**config.mk**
```make
export PLATFORM = sky130hd
export DESIGN_NAME = pc_trace_monitor
export DESIGN_NICKNAME = d
export VERILOG_FILES = /design/src/rtl/pc_trace_monitor.sv
export SDC_FILE = /design/constraint.sdc
export NUM_CORES = 1
export LEC_CHECK = 0
export CAP_MARGIN = 20
export CORE_MARGIN = 2
export CORE_UTILIZATION = 40
export DETAILED_ROUTE_END_ITERATION = 10
export HOLD_SLACK_MARGIN = 0.03
export PLACE_DENSITY = 0.58
export SYNTH_ARGS = -nofsm -noshare
export SYNTH_HDL_FRONTEND = slang
export SYNTH_SLANG_ARGS = --single-unit
```
**constraint.sdc**
```tcl
create_clock -name clk -period 3.45 [get_ports clk]
set_input_delay 0.69 -clock clk [delete_from_list [all_inputs] [get_ports clk]]
set_output_delay 0.69 -clock clk [all_outputs]
set_load 0.02 [all_outputs]
```
**src/rtl/pc_trace_monitor.sv**
```systemverilog
// PC trace monitor: samples the fetch PC, keeps the newest DEPTH PCs in a ring
// buffer, flags stalls and expected-PC mismatches, and keeps saturating counters.
module pc_trace_monitor #(
  parameter int  PC_W        = 19,
  parameter int  DEPTH       = 8,
  parameter int  CNT_W       = 16,
  parameter int  STALL_LIMIT = 4,
  parameter int  CHANGE_ONLY = 0,
  localparam int IW          = $clog2(DEPTH)
) (
  input  logic             clk,
  input  logic             reset,
  input  logic             clear,
  input  logic             en,
  input  logic [PC_W-1:0]  pc_in,
  input  logic             exp_valid,
  input  logic [PC_W-1:0]  exp_pc,
  input  logic [IW-1:0]    rd_idx,
  output logic [PC_W-1:0]  rd_data,
  output logic             rd_hit,
  output logic [IW:0]      fill,
  output logic [CNT_W-1:0] cycle_count,
  output logic [CNT_W-1:0] capture_count,
  output logic             stall,
  output logic             mismatch,
  output logic [CNT_W-1:0] mismatch_count,
  output logic [CNT_W-1:0] first_bad_cycle,
  output logic [PC_W-1:0]  first_bad_pc
);
  localparam int               REP_W     = $clog2(STALL_LIMIT + 1);
  localparam logic [IW:0]      FILL_MAX  = (IW+1)'(DEPTH);
  localparam logic [REP_W-1:0] REP_MAX   = REP_W'(STALL_LIMIT);
  localparam logic [REP_W-1:0] REP_STALL = REP_W'(STALL_LIMIT - 1);

  function automatic logic [CNT_W-1:0] sat_inc(input logic [CNT_W-1:0] v);
    return (&v) ? v : v + CNT_W'(1);
  endfunction

  logic [PC_W-1:0]  mem_q [DEPTH];
  logic [IW-1:0]    wr_ptr_q, wr_ptr_d;
  logic [IW:0]      fill_q, fill_d;
  logic [CNT_W-1:0] cyc_q, cyc_d, cap_q, cap_d, mmc_q, mmc_d, fbc_q, fbc_d;
  logic [PC_W-1:0]  last_pc_q, last_pc_d, fbp_q, fbp_d, rd_data_q, rd_data_d;
  logic             have_last_q, have_last_d, stall_q, stall_d, mm_q, mm_d;
  logic             rd_hit_q, rd_hit_d;
  logic [REP_W-1:0] rep_q, rep_d;
  logic             same_pc, capture, fail;
  logic [IW-1:0]    rd_addr;

  assign same_pc = have_last_q && (pc_in == last_pc_q);
  assign capture = en && ((CHANGE_ONLY == 0) || !same_pc);
  assign fail    = en && exp_valid && (pc_in != exp_pc);
  // Age 0 is the slot just behind the write pointer.
  assign rd_addr = wr_ptr_q - IW'(1) - rd_idx;

  always_comb begin
    wr_ptr_d    = wr_ptr_q;
    fill_d      = fill_q;
    cyc_d       = cyc_q;
    cap_d       = cap_q;
    mmc_d       = mmc_q;
    fbc_d       = fbc_q;
    fbp_d       = fbp_q;
    last_pc_d   = last_pc_q;
    have_last_d = have_last_q;
    stall_d     = stall_q;
    mm_d        = mm_q;
    rep_d       = rep_q;
    rd_data_d   = mem_q[rd_addr];
    rd_hit_d    = ({1'b0, rd_idx} < fill_q);

    if (capture) begin
      wr_ptr_d = wr_ptr_q + IW'(1);
      if (fill_q != FILL_MAX) fill_d = fill_q + (IW+1)'(1);
      cap_d = sat_inc(cap_q);
    end

    if (en) begin
      cyc_d       = sat_inc(cyc_q);
      last_pc_d   = pc_in;
      have_last_d = 1'b1;
      if (!same_pc)            rep_d = '0;
      else if (rep_q != REP_MAX) rep_d = rep_q + REP_W'(1);
      stall_d = (rep_d >= REP_STALL);
    end

    if (fail) begin
      mm_d  = 1'b1;
      mmc_d = sat_inc(mmc_q);
      if (!mm_q) begin
        fbc_d = cyc_q;
        fbp_d = pc_in;
      end
    end

    if (clear) begin
      wr_ptr_d    = '0;
      fill_d      = '0;
      cyc_d       = '0;
      cap_d       = '0;
      mmc_d       = '0;
      fbc_d       = '0;
      fbp_d       = '0;
      last_pc_d   = '0;
      have_last_d = 1'b0;
      stall_d     = 1'b0;
      mm_d        = 1'b0;
      rep_d       = '0;
      rd_data_d   = '0;
      rd_hit_d    = 1'b0;
    end
  end

  always_ff @(posedge clk or negedge reset) begin
    if (!reset) begin
      wr_ptr_q    <= '0;
      fill_q      <= '0;
      cyc_q       <= '0;
      cap_q       <= '0;
      mmc_q       <= '0;
      fbc_q       <= '0;
      fbp_q       <= '0;
      last_pc_q   <= '0;
      have_last_q <= 1'b0;
      stall_q     <= 1'b0;
      mm_q        <= 1'b0;
      rep_q       <= '0;
      rd_data_q   <= '0;
      rd_hit_q    <= 1'b0;
    end else begin
      wr_ptr_q    <= wr_ptr_d;
      fill_q      <= fill_d;
      cyc_q       <= cyc_d;
      cap_q       <= cap_d;
      mmc_q       <= mmc_d;
      fbc_q       <= fbc_d;
      fbp_q       <= fbp_d;
      last_pc_q   <= last_pc_d;
      have_last_q <= have_last_d;
      stall_q     <= stall_d;
      mm_q        <= mm_d;
      rep_q       <= rep_d;
      rd_data_q   <= rd_data_d;
      rd_hit_q    <= rd_hit_d;
    end
  end

  // Buffer storage carries no reset; fill gates which entries are meaningful.
  always_ff @(posedge clk) begin
    if (capture && !clear) mem_q[wr_ptr_q] <= pc_in;
  end

  assign rd_data         = rd_data_q;
  assign rd_hit          = rd_hit_q;
  assign fill            = fill_q;
  assign cycle_count     = cyc_q;
  assign capture_count   = cap_q;
  assign stall           = stall_q;
  assign mismatch        = mm_q;
  assign mismatch_count  = mmc_q;
  assign first_bad_cycle = fbc_q;
  assign first_bad_pc    = fbp_q;
endmodule

```
==> results.toml, run 1 <==
[status]
status = "finished, final reports clean"

[setup_path]
crit_arrival_ns = 3.26
required_ns = 3.88
critPathKind = "in -> reg"
crit_fanout = 20
critPathCaptureType = "register"
crit_path_start_kind = "input pin"

[grt]
grt_pass1_wl_microns = 45900
grt_usage_pct = 18.7
grt_max_degree = 82
grt_overflow = 0
grt_antenna_before_repair = 0
first_global_vias = 7871

[clock_network]
h-tree-depth = 1
postCtsSetupBuffers = 0
post_cts_resized = 0
clk_pin_slew_ns = 0.06
clock-sinks = 287
cts_tree = "done"
ctsHoldBuffers = 0
cts_buffers = 31
cts_buffer_depth = 3
clock-root-buffer = "clkbuf_16"
worst_skew_pair.late_latency_ns = 0.57

[yosys]
synth_edf_count = 152
post-synth-top-area-cell = "edfxtp_1"
async_flop_share_pct = 47.0
ys_seq_elements = 287
avgSynthCellArea_sq_um = 14.0
yosysWarnings = 0
synth-main-ff-cell = "edfxtp_1"
synth.top_cell.area_share_pct = 37.2
synth.area.top_cells = "edfxtp_1, dfrtp_1, mux4_2"
syn_nets = 933
synthDistinctLibCells = 54
ys_seq_area_share_pct = 64.7
syn-instance-count = 875
synth.cell_area_sq_mm = 0.0123

[place]
place_congestion = 0.785
dp.cells = 1431
port-buffer-count = 154
pre_cts_slack_ns = -0.0817
hpwlAfterDp_microns = 18400

[floorplan]
core.rowCount = 64
core_area_sq_mm = 0.0304
start_util_pct = 40.4
die_h_microns = 179
ios = 155
design.die.area_sq_mm = 0.0321
die-width_microns = 179

[timing]
layout_min_cycle_time_ns = 2.83
final.setup_skew_ns = 0.0330
worst_pin_slew_ns = 0.868
relSlewSlack_pct = 42.1
setup_viol = 0
fmax_mhz = 353
setup_ws_ns = 0.616
hold_violations = 0
period_share_pct = 82.1
report.final.slew_viol_count = 0
rsz0062_at_grt = "false"

[route]
ant_nets = 0
vias_per_cell = 5.12
wl_per_cell_microns = 19.6
routed_wl_microns = 29200
drc = 0
vias = 7614
firstDrtPassIters = 5
dr.first_iter.drc_count = 378

[finish]
seq_area_sq_mm = 0.00794
multiInputGateArea_sq_mm = 0.00416
num_antenna_cells = 0
layout.nets = 1126
synthToLayoutAreaGrowth_pct = 27.2
drive_gt1_share_pct = 14.1
final_core_util_pct = 51.3
stdcell_count = 1486
layout_common_cells = "edfxtp_1, clkdlybuf4s50_1, dfrtp_1, nor2_1, nand2_1"
fill_cells = 2635
final_common_cell = "edfxtp_1"

[hold_path]
hp-class = "in -> async"

[flow_run]
maxCapViolations = 0

[power]
p_leak_uw = 0.00596
ir_drop_mv = 0.415
p_per_area_mw_per_mm2 = 507
-- where the power goes --
group / switching (uW) / leakage [uW] / internal, uW / total, uW
clock: 1330 / 0.000496 / 1990 / 3310
combinational: 462 / 0.00226 / 405 / 867
sequential: 45.2 / 0.00321 / 3700 / 3750
total: 1830 / 0.00596 / 6090 / 7930
-- per-layer routing --
layer | GRT usage (%) | up-vias | routed length (microns)
met2 | 30.5 | 206 | 13900
met3 | 3.58 | 27 | 2090
met5 | 0 | - | 0
li1 | - | 3581 | -
met1 | 26.6 | 3800 | 12700
met4 | 3.26 | 0 | 404
-- stage by stage --
step	TNS, ns	power [uW]	hold WS [ns]	area (sq um)
after floorplan	0	4270	0.394	12300
after global placement	-0.466	4700	0.479	14600
after detailed placement	-0.591	4700	0.488	14600
after CTS	0	8020	0.158	15600
after global routing	0	8240	0.175	15600
final	0	7930	0.121	15600
-- registers in the layout, indices dropped and copies added (netlist names), 3 cells and up --
signal and count:
mem_q 152, capture_count 16, wr_ptr_q 3, cycle_count 16
rep_q 3, first_bad_cycle 16, last_pc_q 19, fill 4
rd_data 19, mismatch_count 16, first_bad_pc 19
-- cells in the mapped netlist, types with 2 or more instances --
| library cell | instances |
|---|---|
| edfxtp_1 | 152 |
| dfrtp_1 | 135 |
| nor2_1 | 113 |
| nand2_1 | 63 |
| mux2i_1 | 58 |
| mux4_2 | 38 |
| a21oi_1 | 35 |
| xor2_1 | 35 |
| xnor2_1 | 32 |
| nand3_1 | 23 |
| clkbuf_1 | 20 |
| nand4_1 | 17 |
| nor3_1 | 17 |
| nor4_1 | 12 |
| ha_1 | 11 |
| inv_1 | 11 |
| o21ai_0 | 10 |
| buf_2 | 9 |
| nor2b_1 | 9 |
| mux2_1 | 7 |
| and4_1 | 6 |
| buf_1 | 5 |
| buf_6 | 5 |
| nand2b_1 | 5 |
| or4_1 | 4 |
| and4_4 | 3 |
| o31ai_1 | 3 |
| a22o_1 | 2 |
| a31oi_1 | 2 |
| and2_1 | 2 |
| and3_1 | 2 |
| nand3b_1 | 2 |
| nand4_4 | 2 |
| nor3b_1 | 2 |
| o21ba_1 | 2 |
| o31a_1 | 2 |
| or3_1 | 2 |
-- cell type report --
type	instances	area share, %
clock inverter	8	0.825
sequential	287	50.8
multi-input combinational	537	26.6
timing repair buffer	200	12.6
inverter	11	0.264
tap	396	3.17
clock buffer	47	5.67
-- worst max-delay path, cell delays in order --
cell and delay (ns):
clkdlybuf4s50_1 0.67, xnor2_1 0.17, nand4_1 0.24, nor4_2 0.67, and2_4 0.39, nor3_1 0.10
mux2_1 0.32
-- logic make-up (layout without fill, tap and decap cells) --
family	count (synthesis)	after routing	synth area share (%)
xor+xnor	68	68	4.91
mux	105	105	12.5
simple gates	290	290	11.5
buf+inv	51	266	1.99
fa+ha+maj	12	12	1.28
flops	287	287	64.7
compound gates	62	62	3.12
-- worst paths after layout --
check                                   startpoint                              to  slack [ns]  cells past startpoint
hold reg to reg            have_last_q$_DFFE_PN0P_         have_last_q$_DFFE_PN0P_        0.50                      2
max in group asynchronous                    reset  mismatch_count[11]$_DFFE_PN0P_        2.48                      2
hold / removal                               reset           rd_data[12]$_DFF_PN0_        0.12                      1
setup / recovery                          pc_in[0]   mismatch_count[8]$_DFFE_PN0P_        0.62                      7
min in group clk           have_last_q$_DFFE_PN0P_         have_last_q$_DFFE_PN0P_        0.50                      2
setup reg to reg           wr_ptr_q[1]$_DFFE_PN0P_            rd_data[9]$_DFF_PN0_        1.13                      7
Power figures use the tool's default switching activity.
==> run 2, diff against run 1 <==
--- a/config.mk
+++ b/config.mk
@@ -10,7 +10,7 @@
 export CORE_UTILIZATION = 40
 export DETAILED_ROUTE_END_ITERATION = 10
 export HOLD_SLACK_MARGIN = 0.03
-export PLACE_DENSITY = 0.58
+export PLACE_DENSITY = 0.6
 export SYNTH_ARGS = -nofsm -noshare
 export SYNTH_HDL_FRONTEND = slang
 export SYNTH_SLANG_ARGS = --single-unit
==> constraint.sdc (replaced) <==
create_clock -name clk -period 2.35 [get_ports clk]
set_input_delay 0.47 -clock clk [delete_from_list [all_inputs] [get_ports clk]]
set_output_delay 0.47 -clock clk [all_outputs]
set_load 0.02 [all_outputs]
==> results.toml, run 2 (synthesis gave the netlist of run 1 again) <==
[status]
status = "finished, final reports clean"

[clock_network]
cts_buffers = 31
clock-root-buffer = "clkbuf_16"
clk_pin_slew_ns = 0.06
clock-sinks = 287
cts_buffer_depth = 3
cts_tree = "done"
worst_skew_pair.late_latency_ns = 0.55
h-tree-depth = 1

[power]
p_per_area_mw_per_mm2 = 728
power.total_uw = 11600
ir_drop_mv = 0.504
p_leak_uw = 0.00614

[timing]
setup_viol = 0
fmax_mhz = 453
hold_violations = 0
setup_ws_ns = 0.141
hold_ws_ns = 0.333
final.setup_skew_ns = 0.0149
worst_pin_slew_ns = 0.598
report.final.slew_viol_count = 0
rsz0062_at_grt = "false"
finalSetupTns_ns = 0
layout_min_cycle_time_ns = 2.21
period_share_pct = 94.0
relSlewSlack_pct = 60.0

[floorplan]
design.die.area_sq_mm = 0.0321
ios = 155
core_area_sq_mm = 0.0304
die_h_microns = 179
core.rowCount = 64
start_util_pct = 40.4
die-width_microns = 179

[route]
ant_nets = 0
wl_per_cell_microns = 19.4
routed_wl_microns = 29300
vias = 7796
firstDrtPassIters = 4
dr.first_iter.drc_count = 502
vias_per_cell = 5.15
drc = 0

[place]
hpwlAfterDp_microns = 19300
port-buffer-count = 154
place_congestion = 0.748
pre_cts_slack_ns = -0.647

[setup_path]
critPathKind = "in -> reg"
required_ns = 2.78
r2r_slack_ns = 0.27
crit_fanout = 14
worst_path_most_repeated_cell = "buf_4"
max_stage_delay_ns = 0.47
crit_path_start_kind = "input pin"
rr_endpoint = "rd_data[9]$_DFF_PN0_"
critPathCaptureType = "register"
crit_start = "pc_in[6]"
crit_slowest_cell = "clkdlybuf4s50_1"
reg2reg_depth = 9
crit_arrival_ns = 2.63
endpoint = "first_bad_pc[16]$_DFFE_PN0P_"
r2r_start = "wr_ptr_q[0]$_DFFE_PN0P_"
crit_path_cell_trace = "clkdlybuf4s50_1 > xnor2_2 > nand4_1 > nor4_2 > buf_4 > buf_4 > a211oi_4 > buf_4 > buf_12 > mux2i_1 > nor2_1"

[finish]
layout.nets = 1152
largest_reg_flops = 152
drive_gt1_share_pct = 16.9
num_antenna_cells = 0
layout_common_cells = "edfxtp_1, clkdlybuf4s50_1, dfrtp_1, nor2_1, nand2_1"
final_common_cell = "edfxtp_1"
top_register = "mem_q"
synthToLayoutAreaGrowth_pct = 30.0

[flow_run]
maxCapViolations = 0

[grt]
grt_overflow = 0
first_global_vias = 7909
grt_pass1_wl_microns = 45800
grt_antenna_before_repair = 0
grt_usage_pct = 18.7
grt_max_degree = 53

[hold_path]
hp-class = "in -> reg"
-- run 2: changes by cell type in the layout (fill, tap and decap cells not counted), sizes merged, moves of 2 or more --
cell / previous run / this run
clkdlybuf4s50: 151 / 149
clkinv: 4 / 15
buf: 49 / 74
dlygate4sd2: 0 / 2
clkbuf: 47 / 36
clkinvlp: 0 / 3
-- run 2: critical path, delay by kind of cell --
family | cells | cell delay [ns]
AND/OR/NAND/NOR | 3 | 0.54
buffers and inverters | 5 | 1.11
AO/OA/AOI/OAI | 1 | 0.05
multiplexers | 1 | 0.16
XOR/XNOR | 1 | 0.28
-- run 2: area by class of cell --
cell class                      instances  area (sq um)
Inverter                               11          41.3
Fill cell                            2624         14500
Clock buffer                           36           815
Clock inverter                         22           194
Timing Repair Buffer                  226          2300
Tap cell                              396           495
Multi-Input combinational cell        537          4180
Sequential cell                       287          7940
-- run 2: timing repair --
| action | 4_1_cts | 5_1_grt |
|---|---|---|
| endpoints found under the setup margin | 43 | 25 |
| hold endpoints to repair | 37 | 0 |
| pin swaps | 2 | 2 |
| hold buffers | 1 | 0 |
| buffers inserted | 2 | 0 |
| gates resized for setup | 2 | 1 |
-- run 2: metal layers --
metal	vias to the layer above	part of all wire, %	global-route usage, %
met3	37	6.0	3.75
met2	188	46	29.6
met1	3933	46	26.8
li1	3638	-	-
met4	0	2.0	4.23
met5	-	0	0
-- run 2: worst min path at each step --
stage | from | to | slack (ns) | cells after the start
after floorplan | reset | capture_count[0]$_DFFE_PN0P_ | 0.17 | 0
after global placement | reset | last_pc_q[7]$_DFFE_PN0P_ | 0.44 | 1
after detailed placement | reset | last_pc_q[7]$_DFFE_PN0P_ | 0.44 | 1
after CTS | en | capture_count[1]$_DFFE_PN0P_ | 0.31 | 3
after global routing | en | capture_count[1]$_DFFE_PN0P_ | 0.33 | 3
final | en | capture_count[1]$_DFFE_PN0P_ | 0.33 | 3
-- run 2: power breakdown --
group	internal, uW	switching (uW)
clock network	2800	2000
logic	636	700
registers	5440	61.7
-- run 2: stage by stage --
| stage | utilization (%) | instance area [sq um] | cells |
|---|---|---|---|
| detailed placement | 49.1 | 14900 | 1454 |
| global placement | 49.1 | 14900 | 1454 |
| finish | 52.5 | 16000 | 1515 |
| global route | 52.5 | 16000 | 1515 |
| CTS | 52.5 | 16000 | 1515 |
| floorplan | - | 12300 | 875 |
